**config.mk**
```make
export PLATFORM = sky130hd
export DESIGN_NAME = offnariscv_fetch
export DESIGN_NICKNAME = d
export VERILOG_FILES = /design/src/rtl/offnariscv_fetch.sv
export SDC_FILE = /design/constraint.sdc
export NUM_CORES = 1
export LEC_CHECK = 0
export CORE_MARGIN = 3
export CORE_UTILIZATION = 45
export DETAILED_ROUTE_END_ITERATION = 10
export PLACE_DENSITY_LB_ADDON = 0.15
export RECOVER_POWER = 100
export SLEW_MARGIN = 10
export SYNTH_ARGS = -nofsm -noshare
export SYNTH_HDL_FRONTEND = slang
export SYNTH_SLANG_ARGS = --single-unit
```
**constraint.sdc**
```tcl
create_clock -name clk -period 20.7 [get_ports clk]
set_input_delay 4.14 -clock clk [delete_from_list [all_inputs] [get_ports clk]]
set_output_delay 4.14 -clock clk [all_outputs]
set_load 0.01 [all_outputs]
```
**src/rtl/offnariscv_fetch.sv**
```systemverilog
// Instruction fetch stage: in-order word fetches tagged with their PC, responses buffered
// in a small output FIFO towards decode, redirect flush, misaligned/access-fault exceptions.
module offnariscv_fetch #(
    parameter logic [31:0] RESET_PC        = 32'h8000_0000,
    parameter int          FIFO_DEPTH      = 2,
    parameter int          MAX_OUTSTANDING = 2
) (
    input  logic         clk,
    input  logic         rst,
    input  logic         redirect_valid,
    input  logic [31:0]  redirect_pc,
    output logic         imem_req_valid,
    input  logic         imem_req_ready,
    output logic [31:0]  imem_req_addr,
    input  logic         imem_resp_valid,
    input  logic [31:0]  imem_resp_data,
    input  logic         imem_resp_err,
    output logic         ifid_tvalid,
    input  logic         ifid_tready,
    // {pc[132:101], untaken_pc[100:69], inst[68:37], int_exc_valid[36], int_exc_code[35:32], id[31:0]}
    output logic [132:0] ifid_tdata
);
    // state         | meaning
    // RUN           | issuing fetches, pushing responses to the FIFO
    // WAIT_REDIRECT | exception beat emitted; idle until the next redirect
    typedef enum logic [0:0] {RUN, WAIT_REDIRECT} state_t;

    localparam int FPW = (FIFO_DEPTH > 1) ? $clog2(FIFO_DEPTH) : 1;
    localparam int TPW = (MAX_OUTSTANDING > 1) ? $clog2(MAX_OUTSTANDING) : 1;
    localparam int FCW = $clog2(FIFO_DEPTH + 1);
    localparam int OCW = $clog2(MAX_OUTSTANDING + 1);

    state_t         state_q, state_d;
    logic [31:0]    pc_q;
    logic [31:0]    id_q;
    logic [OCW-1:0] outstanding, discard_cnt;
    logic [FCW-1:0] fifo_count;
    logic [FPW-1:0] fifo_rd, fifo_wr;
    logic [TPW-1:0] tag_rd, tag_wr;

    logic [31:0] tag_mem   [MAX_OUTSTANDING];
    logic [31:0] fifo_pc   [FIFO_DEPTH];
    logic [31:0] fifo_inst [FIFO_DEPTH];
    logic        fifo_exc  [FIFO_DEPTH];
    logic [3:0]  fifo_code [FIFO_DEPTH];

    logic        req_hs, resp_keep, mis_push, fifo_push, fifo_pop, credit_ok;
    logic [31:0] push_pc, push_inst;
    logic        push_exc;
    logic [3:0]  push_code;

    function automatic logic [FPW-1:0] fifo_next(input logic [FPW-1:0] p);
        return (32'(p) == FIFO_DEPTH - 1) ? '0 : p + 1'b1;
    endfunction

    function automatic logic [TPW-1:0] tag_next(input logic [TPW-1:0] p);
        return (32'(p) == MAX_OUTSTANDING - 1) ? '0 : p + 1'b1;
    endfunction

    always_comb begin
        state_d   = state_q;
        credit_ok = (32'(outstanding) + 32'(fifo_count) < FIFO_DEPTH)
                    && (32'(outstanding) < MAX_OUTSTANDING);
        imem_req_valid = !rst && state_q == RUN && !redirect_valid
                         && pc_q[1:0] == 2'b00 && credit_ok;
        req_hs    = imem_req_valid && imem_req_ready;
        ifid_tvalid = !rst && !redirect_valid && fifo_count != '0;
        fifo_pop  = ifid_tvalid && ifid_tready;
        resp_keep = imem_resp_valid && discard_cnt == '0 && state_q == RUN && !redirect_valid;
        mis_push  = state_q == RUN && pc_q[1:0] != 2'b00 && outstanding == '0
                    && 32'(fifo_count) < FIFO_DEPTH && !redirect_valid;
        fifo_push = resp_keep || mis_push;
        push_pc   = pc_q;
        push_inst = '0;
        push_exc  = 1'b1;
        push_code = 4'd0;
        if (resp_keep) begin
            push_pc   = tag_mem[tag_rd];
            push_inst = imem_resp_data;
            push_exc  = imem_resp_err;
            push_code = imem_resp_err ? 4'd1 : 4'd0;
        end
        if (redirect_valid)
            state_d = RUN;
        else if (state_q == RUN && ((resp_keep && imem_resp_err) || mis_push))
            state_d = WAIT_REDIRECT;
    end

    always_ff @(posedge clk) begin
        if (rst) begin
            state_q     <= RUN;
            pc_q        <= RESET_PC;
            outstanding <= '0;
            discard_cnt <= '0;
            fifo_count  <= '0;
            fifo_rd     <= '0;
            fifo_wr     <= '0;
            tag_rd      <= '0;
            tag_wr      <= '0;
        end else begin
            state_q <= state_d;
            if (req_hs) begin
                tag_mem[tag_wr] <= pc_q;
                tag_wr          <= tag_next(tag_wr);
            end
            if (imem_resp_valid)
                tag_rd <= tag_next(tag_rd);
            outstanding <= outstanding + OCW'(req_hs) - OCW'(imem_resp_valid);
            if (redirect_valid) begin
                // Everything still in flight after this edge belongs to the old path.
                pc_q        <= redirect_pc;
                discard_cnt <= outstanding + OCW'(req_hs) - OCW'(imem_resp_valid);
                fifo_count  <= '0;
                fifo_rd     <= '0;
                fifo_wr     <= '0;
            end else begin
                if (req_hs)
                    pc_q <= pc_q + 32'd4;
                if (imem_resp_valid && discard_cnt != '0)
                    discard_cnt <= discard_cnt - 1'b1;
                else if (resp_keep && imem_resp_err)
                    discard_cnt <= outstanding - 1'b1 + OCW'(req_hs);
                if (fifo_push) begin
                    fifo_pc[fifo_wr]   <= push_pc;
                    fifo_inst[fifo_wr] <= push_inst;
                    fifo_exc[fifo_wr]  <= push_exc;
                    fifo_code[fifo_wr] <= push_code;
                    fifo_wr            <= fifo_next(fifo_wr);
                end
                if (fifo_pop)
                    fifo_rd <= fifo_next(fifo_rd);
                fifo_count <= fifo_count + FCW'(fifo_push) - FCW'(fifo_pop);
            end
        end
    end

`ifndef SYNTHESIS
    always_ff @(posedge clk) begin
        if (rst)
            id_q <= '0;
        else if (fifo_pop)
            id_q <= id_q + 32'd1;
    end

    always_ff @(posedge clk) begin
        if (!rst)
            assert (!(fifo_push && 32'(fifo_count) == FIFO_DEPTH))
                else $error("fetch output FIFO overflow");
    end
`else
    assign id_q = '0;
`endif

    assign imem_req_addr = pc_q;
    assign ifid_tdata = {fifo_pc[fifo_rd], fifo_pc[fifo_rd] + 32'd4, fifo_inst[fifo_rd],
                         fifo_exc[fifo_rd], fifo_code[fifo_rd], id_q};
endmodule

```
Word-level counts from Yosys, hierarchy flattened
Memories as Yosys holds them, arrays and structs flattened. A register that Yosys moved wholly into a read port is not among the register bits.
Cells that the tools add are included.
{"block": "classes", "add_sub_neg": 14, "magnitude_cmp": 3, "mux": 31, "bitwise": 1, "n_reduce_logical": 32}
{"cell": "two-way mux 32 bit", "count": 4}
{"cell": "adder 32 x 3 -> 32 bit (second input constant)", "count": 2}
{"cell": "two-way mux 1 bit", "count": 24}
{"cell": "logical AND 1 bit", "count": 19}
{"cell": "nonzero test 2 bit", "count": 4}
{"cell": "adder 2 x 1 -> 2 bit", "count": 3}
{"cell": "logical NOT 2 bit", "count": 3}
{"cell": "two-way mux 2 bit", "count": 3}
{"cell": "adder 1 bit (second input constant)", "count": 4}
{"cell": "< comparator 2 bit (second input constant)", "count": 2}
{"cell": "subtractor 2 x 1 -> 2 bit", "count": 2}
{"cell": "subtractor 2 x 1 -> 2 bit (second input constant)", "count": 2}
{"cell": "adder 2 x 2 -> 3 bit", "count": 1}
{"cell": "< comparator 3 x 2 -> 1 bit (second input constant)", "count": 1}
{"cell": "nonzero test 3 bit", "count": 1}
{"cell": "logical NOT 1 bit", "count": 2}
{"cell": "logical OR 1 bit", "count": 2}
{"cell": "OR reduction 2 bit", "count": 1}
{"cell": "NOT 1 bit", "count": 1}
{"block": "totals", "register_bits": 43, "ramBits": 196, "word_cells": 95, "n_memories": 5}
{"name": "fifo_inst", "words": 2, "word_bits": 32, "rd": 1, "rd_ports_with_merged_regs": 1, "write_ports": 1, "line_no": "43", "text": "logic [31:0] fifo_inst [FIFO_DEPTH];"}
{"name": "fifo_pc", "words": 2, "word_bits": 32, "rd": 1, "rd_ports_with_merged_regs": 1, "write_ports": 1, "line_no": "42", "text": "logic [31:0] fifo_pc [FIFO_DEPTH];"}
{"name": "tag_mem", "words": 2, "word_bits": 32, "rd": 1, "rd_ports_with_merged_regs": 1, "write_ports": 1, "line_no": "41", "text": "logic [31:0] tag_mem [MAX_OUTSTANDING];"}
{"name": "fifo_code", "words": 2, "word_bits": 1, "rd": 1, "rd_ports_with_merged_regs": 1, "write_ports": 1, "line_no": "45", "text": "logic [3:0] fifo_code [FIFO_DEPTH];"}
{"name": "fifo_exc", "words": 2, "word_bits": 1, "rd": 1, "rd_ports_with_merged_regs": 1, "write_ports": 1, "line_no": "44", "text": "logic fifo_exc [FIFO_DEPTH];"}

Longest topological paths before layout
{"block": "depth", "word_depth": 10, "mapped_depth": 16}

Worst setup path before layout
No wires, ideal clock.
{"block": "synth_path", "path_kind": "input-to-reg", "from": "input redirect_valid", "to": "memory fifo_code[1] (netlist name) (enable)", "setup_time_ps": 585, "arrival_ps": 9783, "t_required_ps": 20115, "path_slack_ps": 10332, "stages": 4, "path_buffers": 0, "cell_sequence": "or4_1 > nor3_1 > nor2_1 > nor3b_1"}
{"block": "synth_via", "elab_chain_cells": 7, "elab_cells_between_ends": 8, "cone_classes": "mux (4); reduce/logical (4)"}
{"item": "start, declared", "line_no": "10", "text": "input logic redirect_valid,"}
{"item": "logical NOT 1 bit", "line_no": "69, 71"}
{"item": "logical AND 1 bit, on equally long branches", "line_no": "69, 71"}
{"item": "logical OR 1 bit", "line_no": "72", "text": "fifo_push = resp_keep || mis_push;"}
{"item": "two-way mux 1 bit", "line_no": "123", "text": "if (fifo_push) begin"}
{"item": "two-way mux 1 bit *", "line_no": "109", "text": "if (redirect_valid) begin"}
{"item": "two-way mux 1 bit *", "line_no": "90", "text": "if (rst) begin"}
{"item": "two-way mux 1 bit (implied by the code) *", "line_no": "127", "text": "fifo_code[fifo_wr] <= push_code;"}
{"item": "end, declared", "line_no": "45"}
Mark *: on every way between the ends. The rest lies on a longest branch, timed or not.

Worst setup path after layout
{"block": "layout_path", "from": "input imem_resp_valid", "to": "memory fifo_inst[1][28] (enable)"}
{"block": "layout_via", "elab_chain_cells": 8}
{"item": "start, declared", "line_no": "15", "text": "input logic imem_resp_valid,"}
{"item": "logical AND 1 bit (3 in series)", "line_no": "69", "text": "resp_keep = imem_resp_valid && discard_cnt == '0 && state_q == RUN && !redirect_valid;"}
{"item": "logical OR 1 bit", "line_no": "72"}
{"item": "two-way mux 1 bit", "line_no": "123"}
{"item": "two-way mux 1 bit", "line_no": "109"}
{"item": "two-way mux 1 bit", "line_no": "90"}
{"item": "two-way mux 1 bit (implied by the code)", "line_no": "125", "text": "fifo_inst[fifo_wr] <= push_inst;"}
{"item": "end, declared", "line_no": "43"}
Every way passes these cells.

==> results summary <==
The flow ran to the end, but the final reports show violations. The checks that failed: max-capacitance violations, max-slew violations. The clock reaches the later pin of the worst-skew pair after 0.52 ns.

The longest clock path from root to sink contains 3 buffers. Headroom to the max-slew limit came out at -175%. The antenna diode count is 0.

Setup repair after global routing left no endpoint under its margin. In this run the most critical hold path is launched from discard_cnt[1]. The final-stage net count is about 1200. The final design utilization came out at 58.5%.

The clock transition at the register clock pins on the worst setup and hold paths after CTS came out at 0.06 ns. The commonest cells after synthesis are sky130_fd_sc_hd__edfxtp_1, sky130_fd_sc_hd__nor2_1, sky130_fd_sc_hd__a21oi_1. The design internal power is 873 uW. The mean post-synth cell area came out at 12.6 sq um.

After synthesis the netlist holds a flip-flop and latch count of 241. The height of the die is 163 um. The highest ir drop seen on vdd came out at 53.2 uV.

The wire length of the first global-routing pass is 38900 um. For this design the static power due to leakage is 0.00486 uW. The pre-antenna-repair detailed-routing pass consisted of 4 iterations. The top-level port count came out at 238.

The classification of the worst setup path is in2reg. The setup skew after layout came out at 0.0183 ns. The biggest fanout along the worst timing path is 99. The die is 163 um wide.

The minimum period implied by the final worst setup slack came out at 11.82 ns. The kind of start point of the critical path is an input pin. The number of antenna violations at the first check in global routing came out at 0. The startpoint identified for the worst register-to-register timing path is discard_cnt[0]. Net switching is between 20% and 30% of the power. For this design the ratio of total power to cell area is around 81 nW/um^2. The level count of the clock H-tree came out at 1. The clock network fraction of design power came out at 38.1%.

The routed via count came out at 7367. The final critical path takes up a little under three fifths of the cycle. The number of cell instances on the worst register-to-register path came out at 7. The final count of negative-setup-slack endpoints came out at 0. The effective utilization at floorplan is 46.5%. The number of DRC violations after detailed routing came out at 0.

In this run the worst setup path begins at imem_resp_valid. The library cell used as clock root buffer is sky130_fd_sc_hd__clkbuf_16. TritonCTS built the clock tree. The gate count of the mapped netlist is slightly below 900. The total global routing track utilization came out at 18.1%. Dividing the detail-routed via count by the number of cells gives 5.22. Dividing the detail-routed wire length by the instance count gives 17.4 um.

The number of instances resized during post-cts repair is 0. After synthesis, the netlist uses 61 different library cells. The critical path endpoint category is a register. The endpoint required time on the critical path is 20.72 ns. For this run, asynchronously set or reset flops after synthesis account for 0%. The type of the tightest min-delay check is reg2reg. The path with the worst hold slack has its endpoint at discard_cnt[1]. The sum of overflow across all layers after global routing is 0. The share of power burned in combinational logic is 11.7%. The max-slew violation count is 411.

The relative contribution of sequential cells to total power came out at between 50% and 60%. The total number of yosys warnings is 0. The count of input and output buffers is 202.

The area overhead of the layout relative to synthesis is 25.8%. For this block, the initial DRC count from the detailed router was roughly 450. The area of the mapped netlist is 11100 sq um. The fraction of layout instances using a drive strength above 1 is under 10%.

The total routed wirelength came out at between 20000 and 25000 um. Counting flops with a built-in enable in the synthesized netlist gives 196. Static timing analysis puts the maximum clock frequency at between 80 and 90 MHz. For flop-to-flop paths, the worst setup slack is ~13 ns. The buffer count from post-CTS setup fixing is 0. The count of hold buffers inserted by post-cts repair came out at 0. After the flow finishes, the layout carries non-filler instances totaling 1411. The clock sink count came out at 241. In this run the remaining antenna-violating nets after routing total 0.

The total count of hold-check failures in the final report came out at 0. Buffers inserted during clock tree synthesis total 26. The accumulated negative setup slack came out at 0 ns.

The net switching power is 263 uW. In this run the core area contains 56 standard-cell rows. The signal arrival time at the worst endpoint came out at 11.84 ns. Along the worst hold path, the cell count comes to 2. The die area is 26600 sq um. Summed over all instances, the cell type with the most area after synthesis is sky130_fd_sc_hd__edfxtp_1. The transition at the pin with the smallest max-transition slack is 4.13 ns.

The placed wire-length estimate came out at 16000 um. The largest net degree at the start of global routing is 100. The number of global-route vias before repair was ~7200. The core region is 23900 sq um. By area the synthesized netlist is led by sky130_fd_sc_hd__edfxtp_1, sky130_fd_sc_hd__dfxtp_1, sky130_fd_sc_hd__mux2_2.

The number of max-capacitance violations reported came out at 7. The top-area cell type share of the netlist area is 52.9%. The most used flip-flop cell after synthesis is sky130_fd_sc_hd__edfxtp_1. Counting tap cells, the placed design contains a total of 1363 instances. At the end of routability-driven placement, the weighted congestion stood at 0.774. In this run the critical register-to-register path is captured at fifo_inst[1][28].

The part of the Yosys area used for sequential elements came out at 61.0%. The most common cell in the synthesized netlist is sky130_fd_sc_hd__edfxtp_1.
[cells in the final DEF (no fill, tap or decap), drive strengths merged, types with 12 or more instances in the layout]
master / n
a21oi: 59
a31oi: 12
and2: 39
clkbuf: 49
clkdlybuf4s50: 94
conb: 35
dfxtp: 45
dlygate4sd3: 107
edfxtp: 196
inv: 25
mux2: 56
mux2i: 48
nand2: 43
nand3: 18
nand4: 18
nor2: 60
nor3: 21
o21ai: 17
xnor2: 27
xor2: 13
[kinds of logic (layout without fill, tap and decap cells)]
family,after synthesis,in the layout,synth area share [%]
mux,104,104,9.99
other cells,1,35,0.0337
fa+ha+maj,9,9,1.08
compound gates,126,126,7.11
xor+xnor,40,40,3.15
flops,241,241,61.0
buf+inv,107,284,5.26
simple gates,253,253,12.3
[metrics by stage]
step / hold WS (ns) / area, sq um / power [uW] / setup WS (ns)
floorplan: 0.444 / 11200 / 655 / 10.33
global placement: 0.460 / 13300 / 717 / 10.74
detailed placement: 0.466 / 13300 / 719 / 10.72
CTS: 0.478 / 14100 / 1150 / 10.73
global route: 0.520 / 14000 / 1180 / 7.81
finish: 0.480 / 14000 / 1140 / 8.88
[metal layers]
metal,global-route usage (%),share of wire [%],vias up,routed length (um)
met3,3.50,7.8,30,1930
li1,-,-,3586,-
met1,26.5,47,3480,11500
met2,28.5,44,271,10700
met4,3.73,1.4,0,342
met5,0,0,-,0
[critical path, stage by stage]
cell                            delay (ns)
sky130_fd_sc_hd__dlygate4sd3_1        0.64
sky130_fd_sc_hd__nor4bb_1             0.25
sky130_fd_sc_hd__clkbuf_1             2.92
sky130_fd_sc_hd__nor2_1               0.55
sky130_fd_sc_hd__nor3b_1              0.41
sky130_fd_sc_hd__clkbuf_1             2.85
[final cells by class]
type                    instances  area, sq um
inverters                      26         98.8
repair buffers                210         2050
fillers                      2017         9910
well taps                     319          399
clock inverters                 6         30.0
clock buffers                  42          782
multi-input cells             567         3840
flip-flops and latches        241         6790
[state kept, by name, indices dropped and copies added, names as in the netlist, named ones only]
register and count:
fifo_code 2, fifo_pc 64, imem_req_addr 32, tag_wr 1, tag_rd 1, fifo_inst 64, state_q 1, fifo_count 2
fifo_rd 1, fifo_exc 2, fifo_wr 1, discard_cnt 2, outstanding 2, tag_mem 64
[how the worst max path moves through the flow]
stage / endpoint / slack, ns / cells past startpoint
final: fifo_inst[1][28] / 8.88 / 6
after global routing: fifo_pc[1][12] / 7.81 / 6
after CTS: ifid_tvalid / 10.73 / 5
after detailed placement: ifid_tvalid / 10.72 / 5
after global placement: ifid_tvalid / 10.74 / 5
after floorplan: fifo_code[1] / 10.33 / 4
[power groups by stage]
stage	logic (uW)	clock network, uW	registers [uW]
global placement	139	0	578
finish	133	433	570
detailed placement	140	0	579
global route	148	464	573
CTS	141	445	568
floorplan	81.8	0	573
(Power assumes the default switching activity.)
